===== src/rtl/button_reader.sv =====
// ---------------------------------------------------------------------------
// button_reader
//
// Samples up to N_BTN raw push-button pins, synchronizes and debounces them,
// and delivers clean pressed levels plus single-cycle press, release and
// long-press events to the control logic that picks LED patterns and rates.
//
// Parameters
//   CLK_FREQ     clk frequency in Hz; a 1 ms tick is derived from it
//   N_BTN        number of buttons
//   DEBOUNCE_MS  stable time (ms) required before a level change is accepted
//   LONG_MS      hold time (ms) after an accepted press that raises btn_long
//   ACTIVE_LOW   1: pressed button reads 0 on the pin, 0: pressed reads 1
//
// Ports
//   clk          system clock
//   rst_n        synchronous, active-low reset
//   btn_in       raw asynchronous button pins
//   btn_level    debounced pressed state (1 = pressed)
//   btn_press    one-cycle pulse on accepted press
//   btn_release  one-cycle pulse on accepted release
//   btn_long     one-cycle pulse when a hold reaches LONG_MS
//
// Build option
//   BUTTON_LONG_PRESS_EN  when defined, hold counters and btn_long are built;
//                         otherwise btn_long is tied to 0.
// ---------------------------------------------------------------------------
module button_reader #(
  parameter int CLK_FREQ    = 25_000_000,
  parameter int N_BTN       = 4,
  parameter int DEBOUNCE_MS = 20,
  parameter int LONG_MS     = 1000,
  parameter int ACTIVE_LOW  = 1
) (
  input  logic             clk,
  input  logic             rst_n,
  input  logic [N_BTN-1:0] btn_in,
  output logic [N_BTN-1:0] btn_level,
  output logic [N_BTN-1:0] btn_press,
  output logic [N_BTN-1:0] btn_release,
  output logic [N_BTN-1:0] btn_long
);

  localparam int TICK_DIV = CLK_FREQ / 1000;
  localparam int PW       = $clog2(TICK_DIV);
  localparam int DW       = $clog2(DEBOUNCE_MS + 1);

  localparam logic [PW-1:0]    PRE_LAST = PW'(TICK_DIV - 1);
  localparam logic [DW-1:0]    DEB_LAST = DW'(DEBOUNCE_MS);
  localparam logic [N_BTN-1:0] PIN_IDLE = (ACTIVE_LOW != 0) ? '1 : '0;

  typedef enum logic [1:0] {
    IDLE,
    DEB_DOWN,
    PRESSED,
    DEB_UP
  } state_t;

  // Two-flop synchronizer; reset loads the released pin level so no
  // spurious press is seen when reset drops.
  logic [N_BTN-1:0] sync1;
  logic [N_BTN-1:0] sync2;
  logic [N_BTN-1:0] p;

  always_ff @(posedge clk) begin
    if (!rst_n) begin
      sync1 <= PIN_IDLE;
      sync2 <= PIN_IDLE;
    end else begin
      sync1 <= btn_in;
      sync2 <= sync1;
    end
  end

  always_comb begin
    p = (ACTIVE_LOW != 0) ? ~sync2 : sync2;
  end

  // Shared 1 ms prescaler, free-running from reset.
  logic [PW-1:0] pre;
  logic          tick;

  always_comb begin
    tick = (pre == PRE_LAST);
  end

  always_ff @(posedge clk) begin
    if (!rst_n) begin
      pre <= '0;
    end else if (tick) begin
      pre <= '0;
    end else begin
      pre <= pre + PW'(1);
    end
  end

`ifndef BUTTON_LONG_PRESS_EN
  assign btn_long = '0;
`endif

  for (genvar g = 0; g < N_BTN; g++) begin : g_btn
    state_t        state;
    logic [DW-1:0] dcnt;
    logic [DW-1:0] dcnt_inc;
    logic          level_q;
    logic          press_q;
    logic          rel_q;
`ifdef BUTTON_LONG_PRESS_EN
    localparam int HW = $clog2(LONG_MS + 1);
    localparam logic [HW-1:0] HOLD_LAST = HW'(LONG_MS);
    logic [HW-1:0] hcnt;
    logic [HW-1:0] hcnt_inc;
    logic          long_q;

    always_comb begin
      hcnt_inc = hcnt + HW'(1);
    end

    assign btn_long[g] = long_q;
`endif

    always_comb begin
      dcnt_inc = dcnt + DW'(1);
    end

    // A pin mismatch in the debounce states is checked before the tick, so
    // a bounce always restarts the stability window.
    always_ff @(posedge clk) begin
      if (!rst_n) begin
        state   <= IDLE;
        dcnt    <= '0;
        level_q <= 1'b0;
        press_q <= 1'b0;
        rel_q   <= 1'b0;
`ifdef BUTTON_LONG_PRESS_EN
        hcnt    <= '0;
        long_q  <= 1'b0;
`endif
      end else begin
        press_q <= 1'b0;
        rel_q   <= 1'b0;
`ifdef BUTTON_LONG_PRESS_EN
        long_q  <= 1'b0;
`endif
        case (state)
          IDLE: begin
            if (p[g]) begin
              state <= DEB_DOWN;
              dcnt  <= '0;
            end
          end
          DEB_DOWN: begin
            if (!p[g]) begin
              state <= IDLE;
            end else if (tick) begin
              if (dcnt_inc == DEB_LAST) begin
                state   <= PRESSED;
                level_q <= 1'b1;
                press_q <= 1'b1;
`ifdef BUTTON_LONG_PRESS_EN
                hcnt    <= '0;
`endif
              end else begin
                dcnt <= dcnt_inc;
              end
            end
          end
          PRESSED: begin
            if (!p[g]) begin
              state <= DEB_UP;
              dcnt  <= '0;
            end
`ifdef BUTTON_LONG_PRESS_EN
            else if (tick && (hcnt != HOLD_LAST)) begin
              // Saturates at LONG_MS so btn_long fires once per press,
              // even across a bounce that returns through DEB_UP.
              hcnt <= hcnt_inc;
              if (hcnt_inc == HOLD_LAST) begin
                long_q <= 1'b1;
              end
            end
`endif
          end
          DEB_UP: begin
            if (p[g]) begin
              state <= PRESSED;
            end else if (tick) begin
              if (dcnt_inc == DEB_LAST) begin
                state   <= IDLE;
                level_q <= 1'b0;
                rel_q   <= 1'b1;
              end else begin
                dcnt <= dcnt_inc;
              end
            end
          end
          default: begin
            state <= IDLE;
          end
        endcase
      end
    end

    assign btn_level[g]   = level_q;
    assign btn_press[g]   = press_q;
    assign btn_release[g] = rel_q;
  end

endmodule


===== config.mk =====
export PLATFORM = sky130hd
export DESIGN_NAME = button_reader
export DESIGN_NICKNAME = d
export VERILOG_FILES = /design/src/rtl/button_reader.sv
export SDC_FILE = /design/constraint.sdc
export NUM_CORES = 1
export LEC_CHECK = 0
export ABC_AREA = 1
export CORE_ASPECT_RATIO = 1.75
export CORE_MARGIN = 3
export CORE_UTILIZATION = 35
export CTS_BUF_LIST = sky130_fd_sc_hd__clkbuf_4 sky130_fd_sc_hd__clkbuf_8
export DETAILED_ROUTE_END_ITERATION = 7
export DONT_BUFFER_PORTS = 1
export GPL_TIMING_DRIVEN = 0
export PLACE_DENSITY_LB_ADDON = 0.15
export SYNTH_ARGS = -nofsm -noshare
export SYNTH_HDL_FRONTEND = slang
export SYNTH_SLANG_ARGS = --single-unit

===== constraint.sdc =====
create_clock -name clk -period 1.7 [get_ports clk]
set_input_delay 0.255 -clock clk [delete_from_list [all_inputs] [get_ports clk]]
set_output_delay 0.255 -clock clk [all_outputs]
set_load 0.1 [all_outputs]

==> out/qor.csv <==
stage,metric,value,unit
cts,clock_tree_buffer_depth,2,
logic_synthesis,synth_area_in_compound_gates,8.06,%
floorplan,coreArea,0.00842,sq mm
worst_setup_path,cp.arrival,1.86,ns
power_and_ir_drop,share_seq_of_total_power,47.0,%
global_route,antenna_violations_before_repair,0,
final_layout,insertedDiodeCount,0,
route,total_via_count_in_the_routed_design,2815,
place,dp_hpwl,5.34,mm
route,routedWlPerCell,12.4,microns
worst_setup_path,setup.worst_path.end_class,register,
floorplan,top_level_ports,22,
logic_synthesis,post_synth.cell_area_avg,7.10,sq um
route,drt_first_iter_violations,104,
logic_synthesis,syn-cell-area,0.00309,sq mm
route,drt_wl_total,7.17,mm
global_route,grt_util_all_layers,15.5,%
cts,worst_skew_pair.late_latency,0.35,ns
final_layout,fraction_of_final_layout_cells_with_drive_strength_greater_than_1,17.2,%
logic_synthesis,synth.area.mux_share,0,%
sta,finalWorstSetupSlack,0.0491,ns
place,pre_cts_ws,-0.237,ns
final_layout,area_growth,18.1,%
worst_setup_path,cp_num_buf_inv,2,
power_and_ir_drop,power.density_cell_area,911,mW/mm^2
worst_setup_path,cell_breakdown_of_the_critical_path,ha_4 > nand2_4 > nor3_4 > buf_6 > nand4_1 > buf_4 > nand3_2 > a21oi_2,
final_layout,finish.utilization,43.3,%
place,port-buffer-count,0,
worst_hold_path,hold_path_depth,3,
worst_setup_path,timing.critical_path.from_type,register,
logic_synthesis,netlist.top_cell.by_area,dfxtp_1,
job,max-cap-violations,0,
sta,maxSlewViolCount,0,
floorplan,floorplan.die.height,130,microns
logic_synthesis,combinational_family_with_the_most_area_after_synthesis,simple AND/OR/NAND/NOR gates,
logic_synthesis,synth-edff-count,0,
global_route,globalRouteOverflowTotal,0,
place,placed_cells_incl_taps,553,
final_layout,final_net_count,471,
logic_synthesis,synth_flop_cell,dfxtp_1,
power_and_ir_drop,swShare,26.1,%
floorplan,initial_core_util,36.7,%
power_and_ir_drop,static-leakage-power,1.51,nW
sta,setup_viol,0,
power_and_ir_drop,internal_power,2.46,mW
worst_setup_path,cp.required,1.91,ns
final_layout,final-instance-count-excl-fill,579,
route,antenna_left,0,
worst_setup_path,max_stage_delay,0.36,ns
floorplan,fp.dieW,77.0,microns
power_and_ir_drop,comb_power_share,10.9,%
cts,worst_setup_hold_path_clk_slew,0.07,ns
global_route,grt_first_pass_wirelength,12.1,mm
logic_synthesis,synth_adder_area_share,2.03,%
logic_synthesis,synth-seq-area-share,40.8,%
route,detailedRoute.firstPassIterationCount,4,
sta,final_period_minus_worst_setup_slack,1.65,ns
power_and_ir_drop,power.switching,868,uW
worst_setup_path,worst-setup-path-type,register to register,
final_layout,layout.cell_area.non_filler,0.00365,sq mm
final_layout,layout.filler_cells,904,
status,run_status,"finished, final reports clean",
logic_synthesis,postSynthRegisterBits,63,
logic_synthesis,synth.yosys.warnings,0,
sta,finalHoldViolations,0,
place,globalplace.congestion,0.852,
logic_synthesis,largest_cells_by_area_after_synthesis,"dfxtp_1, nand2_1, nand3_1",
worst_setup_path,critical_path_cell_count,8,
sta,final_worst_clock_skew,0.00820,ns
floorplan,core_rows,44,
logic_synthesis,synth_simple_gate_area_share,35.4,%
cts,htreeDepth,3,
place,postPlaceCellArea,0.00324,sq mm
logic_synthesis,netlist.area_leader.share,40.8,%
cts,tritoncts_num_sinks,63,
worst_setup_path,length_in_cells_of_the_worst_reg_to_reg_path,8,
worst_setup_path,critical_path_peak_fanout,6,
cts,cts_buffers,9,
sta,min_period_over_period,97.1,%
power_and_ir_drop,worst_ir_drop_vdd,0.607,mV
sta,fmaxAchievable,606,MHz
worst_setup_path,critPathSlowestCell,dfxtp_2,
logic_synthesis,synth_async_sr_flop_share,0,%
global_route,via_count_of_the_first_global_routing_pass,2731,
route,remaining_drc_errors,0,
route,route.detailed.vias_per_inst,4.86,
logic_synthesis,ys_types,31,
cts,clock-root-buffer,clkbuf_8,
power_and_ir_drop,clock_power_share,42.1,%
sta,worstMarginPinSlew,0.680,ns
sta,worst_slew_margin_rel,54.7,%
global_route,grt_max_degree,11,
floorplan,dieArea,0.0100,sq mm
worst_setup_path,critical_path.top_delay_family,simple AND/OR/NAND/NOR gates,
worst_hold_path,min_path_type,primary input to register,
logic_synthesis,synth_xor_xnor_area_share,2.84,%
cts,tritoncts,yes,
sta,rsz0062_at_grt,true,
logic_synthesis,postSynthCellCount,435,
-- final cells by class --
class / count / area [sq um] / share of cell area, %
multi-input cells: 303 / 1580 / 43.4
flip-flops and latches: 63 / 1270 / 34.8
clock buffers: 13 / 179 / 4.91
inverters: 47 / 179 / 4.91
plain buffers: 25 / 159 / 4.36
well taps: 115 / 144 / 3.95
repair buffers: 11 / 96.3 / 2.64
clock inverters: 2 / 37.5 / 1.03
-- flip-flops by register name, indices dropped and copies added (netlist names), named ones only --
| name | count |
|---|---|
| g_btn.dcnt | 20 |
| pre | 15 |
| g_btn.level_q | 4 |
| g_btn.press_q | 4 |
| g_btn.rel_q | 4 |
| g_btn.state | 4 |
| sync1 | 4 |
| sync2 | 4 |
-- power by group through the flow --
stage	Clock, mW	Sequential, mW	Combinational (mW)
after floorplan	0	1.58	0.291
after CTS	1.44	1.56	0.354
after detailed placement	0	1.59	0.343
after global routing	1.50	1.57	0.404
final	1.40	1.56	0.362
after global placement	0	1.59	0.339
-- layout by cell type (no fill, tap or decap), types with 2 or more instances in the layout --
cell type | Yosys | routed
nand2_1 | 83 | 75
dfxtp_1 | 63 | 59
nor2_1 | 55 | 53
inv_1 | 47 | 45
nand3_1 | 44 | 43
a21oi_1 | 37 | 35
buf_4 | 16 | 22
nand4_1 | 20 | 20
clkbuf_8 | 0 | 13
or2_2 | 12 | 12
nor3_1 | 10 | 10
nand2_2 | 1 | 7
xor2_1 | 7 | 7
o21ai_0 | 7 | 7
clkbuf_1 | 6 | 6
ha_1 | 5 | 4
conb_1 | 1 | 4
dlygate4sd3_1 | 0 | 4
xnor2_1 | 3 | 3
nor2_4 | 1 | 3
dfxtp_2 | 0 | 3
o21bai_2 | 0 | 2
nand3_2 | 1 | 2
a21oi_2 | 0 | 2
nor3b_1 | 2 | 2
and3_1 | 2 | 2
nand2_4 | 0 | 2
-- worst register-to-register path: stages, from the launching register on --
cell     delay [ns]
dfxtp_2        0.36
ha_4           0.15
nand2_4        0.06
nor3_4         0.24
buf_6          0.14
nand4_1        0.24
buf_4          0.24
nand3_2        0.05
a21oi_2        0.05
-- cells in the mapped netlist (6+ instances only) --
cell,number
nor3_1,10
a21oi_1,37
xor2_1,7
o21ai_0,7
dfxtp_1,63
buf_4,16
nor2_1,55
or2_2,12
nand3_1,44
nand2_1,83
nand4_1,20
inv_1,47
clkbuf_1,6
-- worst paths after layout --
check | to | slack (ns) | startpoint
max reg2reg | g_btn[0].dcnt[4] | 0.05 | pre[0]
min | g_btn[0].level_q | 0.37 | rst_n
max | g_btn[0].dcnt[4] | 0.05 | pre[0]
min reg2reg | sync2[3] | 0.41 | sync1[3]
-- repair_timing --
item | CTS | global route
setup buffers | 4 | 3
pin swaps | 6 | 11
hold buffers | 4 | 0
resized for setup | 9 | 22
setup endpoints to repair | 48 | 39
cloned | 0 | 0
endpoints found under the hold margin | 4 | 0
-- per-stage QoR --
stage          total power, mW  setup TNS [ns]  hold slack (ns)
6_report                  3.32               0            0.369
5_1_grt                   3.48          -0.107            0.383
4_1_cts                   3.36               0            0.341
3_5_place_dp              1.94           -5.02            0.364
3_3_place_gp              1.93           -4.71            0.364
2_1_floorplan             1.87               0            0.362
-- logic make-up after synthesis --
logic type | after synthesis
other | 1
DFF | 63
AOI/OAI and AO/OA | 48
buffers and inverters | 72
and+or+nand+nor | 236
adders and majority gates | 5
xor gates and xnor gates | 10
-- per-layer routing --
metal	GRT usage, %	up-vias	part of all wire [%]
met3	3.45	27	2.3
li1	-	1455	-
met2	28.1	51	52
met5	0	-	0
met4	12.2	0	5.0
met1	15.2	1282	41
Power figures use the tool's default switching activity.
